==> src/rtl/vending_buyer_if.sv <==
// rtl/vending_buyer_if.sv - order/response handshake bundle for vending_buyer
//
// Order side:    req_valid, req_ready, req_item, req_ntd50/10/5/1
// Response side: rsp_valid, rsp_ready, rsp_item, rsp_paid, rsp_change,
//                rsp_error, rsp_timeout
// slave modport is the buyer; master modport is whoever issues orders.
interface vending_buyer_if;
    logic       req_valid;
    logic       req_ready;
    logic [1:0] req_item;
    logic [1:0] req_ntd50;
    logic [1:0] req_ntd10;
    logic [1:0] req_ntd5;
    logic [1:0] req_ntd1;

    logic       rsp_valid;
    logic       rsp_ready;
    logic [1:0] rsp_item;
    logic [7:0] rsp_paid;
    logic [8:0] rsp_change;
    logic       rsp_error;
    logic       rsp_timeout;

    modport slave (
        input  req_valid, req_item, req_ntd50, req_ntd10, req_ntd5, req_ntd1,
        output req_ready,
        output rsp_valid, rsp_item, rsp_paid, rsp_change, rsp_error, rsp_timeout,
        input  rsp_ready
    );

    modport master (
        output req_valid, req_item, req_ntd50, req_ntd10, req_ntd5, req_ntd1,
        input  req_ready,
        input  rsp_valid, rsp_item, rsp_paid, rsp_change, rsp_error, rsp_timeout,
        output rsp_ready
    );
endinterface

==> src/rtl/vending_buyer.sv <==
// rtl/vending_buyer.sv - initiator-side transactor for the vending machine protocol
//
// Ports:
//   clk            rising-edge clock
//   reset          synchronous, active-low
//   bus            vending_buyer_if.slave: order in, checked response out
//   coinInNTD_*    coin counts driven to the machine (one-cycle pulse)
//   itemTypeIn     item request driven to the machine (one-cycle pulse)
//   coinOutNTD_*   change returned by the machine
//   itemTypeOut    item delivered by the machine
//   serviceTypeOut machine state: 00 OFF, 01 ON, 10 BUSY
module vending_buyer #(
    parameter int unsigned TIMEOUT_CYCLES = 64
) (
    input  logic            clk,
    input  logic            reset,
    vending_buyer_if.slave  bus,
    output logic [1:0]      coinInNTD_50,
    output logic [1:0]      coinInNTD_10,
    output logic [1:0]      coinInNTD_5,
    output logic [1:0]      coinInNTD_1,
    output logic [1:0]      itemTypeIn,
    input  logic [2:0]      coinOutNTD_50,
    input  logic [2:0]      coinOutNTD_10,
    input  logic [2:0]      coinOutNTD_5,
    input  logic [2:0]      coinOutNTD_1,
    input  logic [1:0]      itemTypeOut,
    input  logic [1:0]      serviceTypeOut
);

    localparam logic [2:0] ST_IDLE     = 3'd0;
    localparam logic [2:0] ST_WAIT_ON  = 3'd1;
    localparam logic [2:0] ST_ISSUE    = 3'd2;
    localparam logic [2:0] ST_WAIT_OFF = 3'd3;
    localparam logic [2:0] ST_RESP     = 3'd4;

    localparam logic [1:0] SVC_OFF = 2'b00;
    localparam logic [1:0] SVC_ON  = 2'b01;

    // Counter value on the last permitted waiting cycle; the wait aborts
    // after exactly TIMEOUT_CYCLES cycles in WAIT_ON or WAIT_OFF.
    localparam logic [7:0] TIMEOUT_LAST = 8'(TIMEOUT_CYCLES - 1);

    logic [2:0] state;
    logic [7:0] cnt;

    logic [1:0] ord_item;
    logic [1:0] ord_n50;
    logic [1:0] ord_n10;
    logic [1:0] ord_n5;
    logic [1:0] ord_n1;
    logic [7:0] paid;

    logic       rsp_valid;
    logic [1:0] rsp_item;
    logic [8:0] rsp_change;
    logic       rsp_error;
    logic       rsp_timeout;

    logic [7:0] paid_in;
    logic [8:0] change_in;
    logic [8:0] change_exp;
    logic       item_bad;
    logic       change_bad;

    function automatic logic [4:0] item_cost(input logic [1:0] item);
        case (item)
            2'b01:   item_cost = 5'd8;
            2'b10:   item_cost = 5'd15;
            2'b11:   item_cost = 5'd22;
            default: item_cost = 5'd0;
        endcase
    endfunction

    // Max 198, fits 8 bits.
    assign paid_in = {6'd0, bus.req_ntd50} * 8'd50
                   + {6'd0, bus.req_ntd10} * 8'd10
                   + {6'd0, bus.req_ntd5}  * 8'd5
                   + {6'd0, bus.req_ntd1};

    // Max 462, fits 9 bits without wrapping.
    assign change_in = {6'd0, coinOutNTD_50} * 9'd50
                     + {6'd0, coinOutNTD_10} * 9'd10
                     + {6'd0, coinOutNTD_5}  * 9'd5
                     + {6'd0, coinOutNTD_1};

    // When paid < cost the difference is negative (490..511 as 9 bits), which
    // can never equal a legal change value, so the compare flags it.
    assign change_exp = {1'b0, paid} - {4'd0, item_cost(itemTypeOut)};
    assign item_bad   = (itemTypeOut != 2'b00) && (itemTypeOut != ord_item);
    assign change_bad = (change_in != change_exp);

    assign bus.req_ready   = (state == ST_IDLE);
    assign bus.rsp_valid   = rsp_valid;
    assign bus.rsp_item    = rsp_item;
    assign bus.rsp_paid    = paid;
    assign bus.rsp_change  = rsp_change;
    assign bus.rsp_error   = rsp_error;
    assign bus.rsp_timeout = rsp_timeout;

    always_ff @(posedge clk) begin
        if (!reset) begin
            state        <= ST_IDLE;
            cnt          <= 8'd0;
            ord_item     <= 2'd0;
            ord_n50      <= 2'd0;
            ord_n10      <= 2'd0;
            ord_n5       <= 2'd0;
            ord_n1       <= 2'd0;
            paid         <= 8'd0;
            coinInNTD_50 <= 2'd0;
            coinInNTD_10 <= 2'd0;
            coinInNTD_5  <= 2'd0;
            coinInNTD_1  <= 2'd0;
            itemTypeIn   <= 2'd0;
            rsp_valid    <= 1'b0;
            rsp_item     <= 2'd0;
            rsp_change   <= 9'd0;
            rsp_error    <= 1'b0;
            rsp_timeout  <= 1'b0;
        end else begin
            case (state)
                ST_IDLE: begin
                    if (bus.req_valid) begin
                        ord_item <= bus.req_item;
                        ord_n50  <= bus.req_ntd50;
                        ord_n10  <= bus.req_ntd10;
                        ord_n5   <= bus.req_ntd5;
                        ord_n1   <= bus.req_ntd1;
                        paid     <= paid_in;
                        if (bus.req_item == 2'b00) begin
                            // Nothing to buy: answer at once with an error.
                            state       <= ST_RESP;
                            rsp_valid   <= 1'b1;
                            rsp_error   <= 1'b1;
                            rsp_timeout <= 1'b0;
                            rsp_item    <= 2'd0;
                            rsp_change  <= 9'd0;
                        end else begin
                            state <= ST_WAIT_ON;
                            cnt   <= 8'd0;
                        end
                    end
                end

                ST_WAIT_ON: begin
                    if (serviceTypeOut == SVC_ON) begin
                        coinInNTD_50 <= ord_n50;
                        coinInNTD_10 <= ord_n10;
                        coinInNTD_5  <= ord_n5;
                        coinInNTD_1  <= ord_n1;
                        itemTypeIn   <= ord_item;
                        state        <= ST_ISSUE;
                    end else if (cnt == TIMEOUT_LAST) begin
                        state       <= ST_RESP;
                        rsp_valid   <= 1'b1;
                        rsp_timeout <= 1'b1;
                        rsp_error   <= 1'b0;
                        rsp_item    <= 2'd0;
                        rsp_change  <= 9'd0;
                    end else begin
                        cnt <= cnt + 8'd1;
                    end
                end

                ST_ISSUE: begin
                    // The request is a single-cycle pulse; if the machine left
                    // ON meanwhile it did not take it, so wait for ON again.
                    coinInNTD_50 <= 2'd0;
                    coinInNTD_10 <= 2'd0;
                    coinInNTD_5  <= 2'd0;
                    coinInNTD_1  <= 2'd0;
                    itemTypeIn   <= 2'd0;
                    cnt          <= 8'd0;
                    state        <= (serviceTypeOut == SVC_ON) ? ST_WAIT_OFF : ST_WAIT_ON;
                end

                ST_WAIT_OFF: begin
                    if (serviceTypeOut == SVC_OFF) begin
                        state       <= ST_RESP;
                        rsp_valid   <= 1'b1;
                        rsp_item    <= itemTypeOut;
                        rsp_change  <= change_in;
                        rsp_error   <= item_bad | change_bad;
                        rsp_timeout <= 1'b0;
                    end else if (cnt == TIMEOUT_LAST) begin
                        state       <= ST_RESP;
                        rsp_valid   <= 1'b1;
                        rsp_timeout <= 1'b1;
                        rsp_error   <= 1'b0;
                        rsp_item    <= 2'd0;
                        rsp_change  <= 9'd0;
                    end else begin
                        cnt <= cnt + 8'd1;
                    end
                end

                ST_RESP: begin
                    if (bus.rsp_ready) begin
                        state       <= ST_IDLE;
                        rsp_valid   <= 1'b0;
                        rsp_error   <= 1'b0;
                        rsp_timeout <= 1'b0;
                    end
                end

                default: state <= ST_IDLE;
            endcase
        end
    end

endmodule

==> src/flat_wrapper.sv <==
// flat-port wrapper written by rule: the top's interface ports become plain ports
module vending_buyer_flat 
#(
    parameter int unsigned TIMEOUT_CYCLES = 64
)
  (clk, reset, coinInNTD_50, coinInNTD_10, coinInNTD_5, coinInNTD_1, itemTypeIn, coinOutNTD_50, coinOutNTD_10, coinOutNTD_5, coinOutNTD_1, itemTypeOut, serviceTypeOut, bus_req_valid, bus_req_item, bus_req_ntd50, bus_req_ntd10, bus_req_ntd5, bus_req_ntd1, bus_req_ready, bus_rsp_valid, bus_rsp_item, bus_rsp_paid, bus_rsp_change, bus_rsp_error, bus_rsp_timeout, bus_rsp_ready);
  vending_buyer_if bus_i ();
  input  logic clk;
  input  logic reset;
  output logic [1:0] coinInNTD_50;
  output logic [1:0] coinInNTD_10;
  output logic [1:0] coinInNTD_5;
  output logic [1:0] coinInNTD_1;
  output logic [1:0] itemTypeIn;
  input  logic [2:0] coinOutNTD_50;
  input  logic [2:0] coinOutNTD_10;
  input  logic [2:0] coinOutNTD_5;
  input  logic [2:0] coinOutNTD_1;
  input  logic [1:0] itemTypeOut;
  input  logic [1:0] serviceTypeOut;
  input wire logic [$bits(bus_i.req_valid)-1:0] bus_req_valid;
  input wire logic [$bits(bus_i.req_item)-1:0] bus_req_item;
  input wire logic [$bits(bus_i.req_ntd50)-1:0] bus_req_ntd50;
  input wire logic [$bits(bus_i.req_ntd10)-1:0] bus_req_ntd10;
  input wire logic [$bits(bus_i.req_ntd5)-1:0] bus_req_ntd5;
  input wire logic [$bits(bus_i.req_ntd1)-1:0] bus_req_ntd1;
  output wire logic [$bits(bus_i.req_ready)-1:0] bus_req_ready;
  output wire logic [$bits(bus_i.rsp_valid)-1:0] bus_rsp_valid;
  output wire logic [$bits(bus_i.rsp_item)-1:0] bus_rsp_item;
  output wire logic [$bits(bus_i.rsp_paid)-1:0] bus_rsp_paid;
  output wire logic [$bits(bus_i.rsp_change)-1:0] bus_rsp_change;
  output wire logic [$bits(bus_i.rsp_error)-1:0] bus_rsp_error;
  output wire logic [$bits(bus_i.rsp_timeout)-1:0] bus_rsp_timeout;
  input wire logic [$bits(bus_i.rsp_ready)-1:0] bus_rsp_ready;
  assign bus_i.req_valid = bus_req_valid;
  assign bus_i.req_item = bus_req_item;
  assign bus_i.req_ntd50 = bus_req_ntd50;
  assign bus_i.req_ntd10 = bus_req_ntd10;
  assign bus_i.req_ntd5 = bus_req_ntd5;
  assign bus_i.req_ntd1 = bus_req_ntd1;
  assign bus_req_ready = bus_i.req_ready;
  assign bus_rsp_valid = bus_i.rsp_valid;
  assign bus_rsp_item = bus_i.rsp_item;
  assign bus_rsp_paid = bus_i.rsp_paid;
  assign bus_rsp_change = bus_i.rsp_change;
  assign bus_rsp_error = bus_i.rsp_error;
  assign bus_rsp_timeout = bus_i.rsp_timeout;
  assign bus_i.rsp_ready = bus_rsp_ready;
  vending_buyer #(.TIMEOUT_CYCLES(TIMEOUT_CYCLES)) u_core (.clk(clk), .reset(reset), .bus(bus_i), .coinInNTD_50(coinInNTD_50), .coinInNTD_10(coinInNTD_10), .coinInNTD_5(coinInNTD_5), .coinInNTD_1(coinInNTD_1), .itemTypeIn(itemTypeIn), .coinOutNTD_50(coinOutNTD_50), .coinOutNTD_10(coinOutNTD_10), .coinOutNTD_5(coinOutNTD_5), .coinOutNTD_1(coinOutNTD_1), .itemTypeOut(itemTypeOut), .serviceTypeOut(serviceTypeOut));
endmodule
==> config.mk <==
export PLATFORM = sky130hd
export DESIGN_NAME = vending_buyer_flat
export DESIGN_NICKNAME = d
export VERILOG_FILES = /design/src/rtl/vending_buyer_if.sv /design/src/rtl/vending_buyer.sv /design/src/flat_wrapper.sv
export SDC_FILE = /design/constraint.sdc
export NUM_CORES = 1
export LEC_CHECK = 0
export ABC_AREA = 0
export CAP_MARGIN = 20
export CORE_ASPECT_RATIO = 0.5
export CORE_MARGIN = 5
export CORE_UTILIZATION = 55
export CTS_BUF_LIST = sky130_fd_sc_hd__clkbuf_2
export DETAILED_ROUTE_END_ITERATION = 10
export DONT_BUFFER_PORTS = 1
export PLACE_DENSITY_LB_ADDON = 0.12
export REMOVE_ABC_BUFFERS = 1
export SYNTH_ARGS = -nofsm -noshare
export SYNTH_HDL_FRONTEND = slang
export SYNTH_SLANG_ARGS = --single-unit
==> constraint.sdc <==
create_clock -name clk -period 8.3 [get_ports clk]
set_clock_uncertainty 0.05 [all_clocks]
set_input_delay 0.83 -clock clk [delete_from_list [all_inputs] [get_ports clk]]
set_output_delay 0.83 -clock clk [all_outputs]
set_load 0.01 [all_outputs]
### Word-level counts from Yosys, hierarchy flattened

Index checks and enable logic that the tools add are counted.

| operators by class | value |
|---|---|
| add/subtract/negate cells | 8 |
| $mul | 6 |
| eq/ne operators | 18 |
| muxes and demuxes | 54 |
| bitwise gates (word level) | 1 |
| reductions and logical operators | 15 |

Operator list:

| cell | number |
|---|---|
| 2-to-1 mux 9 bit | 5 |
| 2-to-1 mux 8 bit | 5 |
| case mux 8 bit (4 select lines) | 1 |
| case mux 9 bit (3 select lines) | 1 |
| 2-to-1 mux 2 bit | 11 |
| case mux 2 bit (2 select lines) | 5 |
| 2-to-1 mux 3 bit | 6 |
| case mux 3 bit (5 select lines) | 1 |
| case mux 5 bit (3 select lines) | 1 |
| 2-to-1 mux 1 bit | 14 |
| multiplier 3 x 3 -> 6 bit, second input constant | 2 |
| case mux 1 bit (4 select lines) | 3 |
| multiplier 2 x 3 -> 5 bit, second input constant | 2 |
| inequality test 2 bit, second input constant | 5 |
| AND reduction 5 bit | 2 |
| adder 9 x 3 -> 9 bit | 1 |
| adder 9 x 6 -> 9 bit | 1 |
| adder 9 x 7 -> 9 bit | 1 |
| inequality test 9 bit | 1 |
| subtractor 8 x 5 -> 9 bit | 1 |
| adder 8 x 1 -> 8 bit, second input constant | 1 |
| adder 8 x 2 -> 8 bit | 1 |
| adder 8 x 5 -> 8 bit | 1 |
| adder 8 x 6 -> 8 bit | 1 |
| 20 further kinds | 29 |

| word-level totals | value |
|---|---|
| bits in registers | 53 |
| input port bits | 30 |
| output and inout port bits | 33 |
| logic and storage cells | 120 |

### Depth between registers and ports, before layout

| depth | value |
|---|---|
| word-level depth | 8 |
| gate-level depth with buffers | 16 |

### Worst setup path before layout

No wires, ideal clock.

| timing path | value |
|---|---|
| kind | input -> register |
| start point | input port coinOutNTD_10[0] |
| end point | register u_core.rsp_error, in the netlist u_core.bus.rsp_error |
| setup time | 0.134 ns |
| data arrival time | 3.746 ns |
| slack | 4.370 ns |
| stages | 12 |
| cells stage by stage | ha_1 ha_1 fa_1 inv_1 fa_1 fa_1 nor2b_1 o31a_1 nor3_1 o31a_1 xnor2_1 a41oi_1 |

| on the way | value |
|---|---|
| cells in the longest elaborated chain, start to end | 8 |

Ends and longest elaborated chain:

| item | RTL line | text |
|---|---|---|
| start: declaration | flat_wrapper.sv:16 | `input logic [2:0] coinOutNTD_10;` |
| multiplier 3 x 3 -> 6 bit | vending_buyer.sv:83 | `+ {6'd0, coinOutNTD_10} * 9'd10` |
| adder 9 x 7 -> 9 bit | vending_buyer.sv:83 |  |
| adder 9 x 6 -> 9 bit | vending_buyer.sv:84 | `+ {6'd0, coinOutNTD_5} * 9'd5` |
| adder 9 x 3 -> 9 bit | vending_buyer.sv:85 | `+ {6'd0, coinOutNTD_1};` |
| inequality test 9 bit | vending_buyer.sv:91 | `assign change_bad = (change_in != change_exp);` |
| bitwise OR 1 bit | vending_buyer.sv:184 | `rsp_error <= item_bad \| change_bad;` |
| 2-to-1 mux 1 bit | vending_buyer.sv:179 | `if (serviceTypeOut == SVC_OFF) begin` |
| case mux 1 bit (4 select lines) | vending_buyer.sv:122 | `case (state)` |
| end signal: assignment | vending_buyer.sv:184 |  |
| end: declaration | vending_buyer.sv:57 | `logic rsp_error;` |

Every way passes these cells.
A chain may end at the register's enable or synchronous reset.

### Worst setup path after layout

Same ends and word-level chain as after synthesis.

==> reports/results.tsv <==
stage	metric	value	unit
grt	grt_pass1_wl	13700	um
cells_and_area	fin_nets	521	
sta	setup_violations	0	
worst_setup_path	r2r_slack	5.96	ns
floorplan	die-area	0.00865	mm2
power_and_ir_drop	max-vdd-ir-drop	75.9	uV
cts	clock-sinks	53	
yosys	syn-cell-area	0.00374	mm2
drt	via_per_inst	5.51	
placement	place_area	0.00379	mm2
min_path	hp-class	input pin to flop	
outcome	status	complete, no violations	
yosys	synth_area_per_cell	8.60	um2
drt	drt_iter0_markers	136	
grt	grt_pass1_vias	2959	
worst_setup_path	cp_slowest_stage_delay	0.52	ns
worst_setup_path	crit_slowest_cell	fa_1	
worst_setup_path	required	8.57	ns
grt	grt_max_degree	39	
yosys	yosysSeqAreaShare	28.4	%
worst_setup_path	path_common_cell	fa_1	
floorplan	core_area	0.00665	mm2
sta	hold_slack	0.421	ns
floorplan	ios	63	
power_and_ir_drop	cellLeakagePower	1.71	nW
yosys	yosys_warnings	0	
cts	cts-root-buf	clkbuf_2	
drt	route.detailed.drc	0	
yosys	synthArstFlopShare	0	%
cts	tritoncts	done	
floorplan	die_w	127	um
worst_setup_path	crit_start	coinOutNTD_10[0]	
yosys	synthFlopType	dfxtp_1	
floorplan	start_util	56.3	%
drt	routed_wl	7900	um
floorplan	num_rows	21	
grt	grt.overflow.total	0	
drt	dr_total_vias	2875	
sta	slew_headroom	57.1	%
placement	post-dp-hpwl	6420	um
cts	cts_setup_buffers	0	
worst_setup_path	worstPathArrival	3.90	ns
sta	slew_viol_final	0	
drt	routedWlPerCell	15.1	um
floorplan	die_y	68.3	um
placement	routabilityCongestion	0.939	
sta	final.setup.tns	0	ns
sta	fmax	276	MHz
worst_setup_path	crit_path_start_kind	input pin	
worst_setup_path	worst-setup-path-type	input pin to flop	
yosys	synth_seq_cells	53	
sta	worst_pin_slew	0.644	ns
cells_and_area	insertedDiodeCount	0	
worst_setup_path	crit_path_cell_trace	ha_1 > ha_1 > fa_1 > inv_1 > fa_1 > fa_1 > nor2b_1 > o31a_1 > nor3_1 > o31a_1 > xnor2_1 > a41oi_1	
yosys	synth_edf_count	0	
cts	insertion_delay	0.44	ns
drt	dr.pass1.iters	5	
sta	hold_viol	0	
worst_setup_path	r2r-end	u_core.bus.rsp_error	
worst_setup_path	worstSetupEndpointType	flop	
cts	postCtsResizedCells	0	
flow_run	max_cap_viol_count	0	
yosys	synth_cell_type_count	52	
cells_and_area	syn2layout_area_growth	3.84	%
cells_and_area	instances_no_fill	522	
worst_setup_path	worstPathMaxFanout	3	
cts	cts_buffers	5	
cts	holdBufCountCts	0	
placement	placed_cells	513	
sta	rsz0062_at_grt	false	
worst_setup_path	ff2ff_path_depth	6	
grt	gr-usage-all-layers	19.5	%
worst_setup_path	crit_end	u_core.bus.rsp_error	
power_and_ir_drop	p_per_area	193	mW/mm2
cells_and_area	final_area	0.00389	mm2
sta	period_minus_slack	3.63	ns
drt	ant_nets	0	
cells_and_area	post-route-util	58.5	%
yosys	synthCells	435	
placement	io_buffers	0	
grt	antenna_found_initial	0	
sta	period_share	43.7	%
cts	clock_path_buffers	2	
cts	path_clk_slew	0.27	ns
worst_setup_path	worstReg2RegStart	u_core.state[0]	
cells_and_area	drive_gt1_share	3.72	%
cts	ctsHtreeMaxLevel	2	
-- critical path, delay by kind of cell --
kind,cells,cell delay [ns]
AO/OA/AOI/OAI,3,0.57
XOR/XNOR,1,0.16
adder cells (fa/ha/maj),5,2.02
buffers and inverters,1,0.05
AND/OR/NAND/NOR,2,0.25
-- registers in the layout, indices dropped and copies added (netlist names), 3 cells and up --
name / cells
u_core.state: 3
u_core.bus.rsp_paid: 8
u_core.bus.rsp_change: 9
u_core.cnt: 8
-- cell usage in the layout, fill, tap and decap left out, types with 7 or more instances in the layout --
master,synthesis,final
xor2_1,12,12
a22oi_1,16,16
nor3_1,11,11
xnor2_1,24,24
ha_1,50,50
fa_1,12,12
nand2_1,35,35
inv_1,49,49
nor2_1,44,44
a21oi_1,28,28
nand3_1,8,8
dfxtp_1,53,53
o21ai_0,7,7
-- per-layer routing --
layer,part of all wire [%],track usage (%),vias to the layer above
met3,7.3,5.77,4
met2,48,35.5,64
met1,44,22.9,1343
met5,0,0,-
li1,-,-,1464
met4,0.46,5.35,0
-- worst min-delay path by stage --
stage	to	start	slack, ns	cells past startpoint
after detailed placement	u_core.ord_n50[0]	u_core.ord_n50[0]	0.40	2
after floorplan	u_core.ord_n10[0]	u_core.ord_n10[0]	0.39	2
after global placement	u_core.ord_n5[0]	u_core.ord_n5[0]	0.39	2
final	u_core.ord_n5[0]	bus_req_ntd5[0]	0.42	2
after CTS	u_core.ord_n5[0]	bus_req_ntd5[0]	0.41	2
after global routing	u_core.ord_item[0]	bus_req_item[0]	0.38	2
-- kinds of logic (layout without fill, tap and decap cells) --
kind of cell | after synthesis | count (layout) | synth area share (%)
compound gates | 84 | 84 | 15.3
mux | 5 | 5 | 1.34
fa+ha+maj | 62 | 62 | 23.1
buf+inv | 64 | 59 | 6.85
simple gates | 131 | 131 | 16.6
flops | 53 | 53 | 28.4
xor+xnor | 36 | 36 | 8.43
-- power breakdown --
| group | leakage (nW) | internal, mW | total, mW | switching, mW |
|---|---|---|---|---|
| clock network | 0.0366 | 0.0497 | 0.132 | 0.0826 |
| registers | 0.431 | 0.268 | 0.287 | 0.0185 |
| logic | 1.25 | 0.155 | 0.331 | 0.176 |
| total | 1.71 | 0.473 | 0.750 | 0.277 |
-- layout make-up --
class	instances	area (um2)
flip-flops and latches	53	1060
multi-input cells	318	2420
fillers	634	2760
clock buffers	5	25.0
inverters	49	184
repair buffers	2	35.0
well taps	92	115
clock inverters	3	41.3
-- stage by stage --
stage | setup slack (ns) | total power [mW]
2_1_floorplan | 4.37 | 0.564
3_3_place_gp | 4.26 | 0.615
3_5_place_dp | 4.20 | 0.620
4_1_cts | 4.67 | 0.754
5_1_grt | 4.51 | 0.816
6_report | 4.67 | 0.750
-- cell usage after synthesis (2+ instances only) --
cell,n,share of area (%)
dfxtp_1,53,28
ha_1,50,17
inv_1,49,4.9
nor2_1,44,4.4
nand2_1,35,3.5
a21oi_1,28,3.7
xnor2_1,24,5.6
a22oi_1,16,3.2
fa_1,12,6.4
xor2_1,12,2.8
nor3_1,11,1.5
nand3_1,8,1.1
buf_2,7,0.94
clkbuf_1,7,0.70
o21ai_0,7,0.94
a211oi_1,5,1.0
a21o_1,5,1.0
mux2i_1,5,1.3
nand4_1,5,0.84
nor2b_1,5,0.84
o21bai_1,4,0.80
a31oi_1,3,0.50
and2_1,3,0.50
and3_1,3,0.50
nand2b_1,3,0.50
nand3b_1,2,0.40
o211a_1,2,0.53
o31a_1,2,0.47
or2_2,2,0.33
Power figures use the tool's default switching activity.
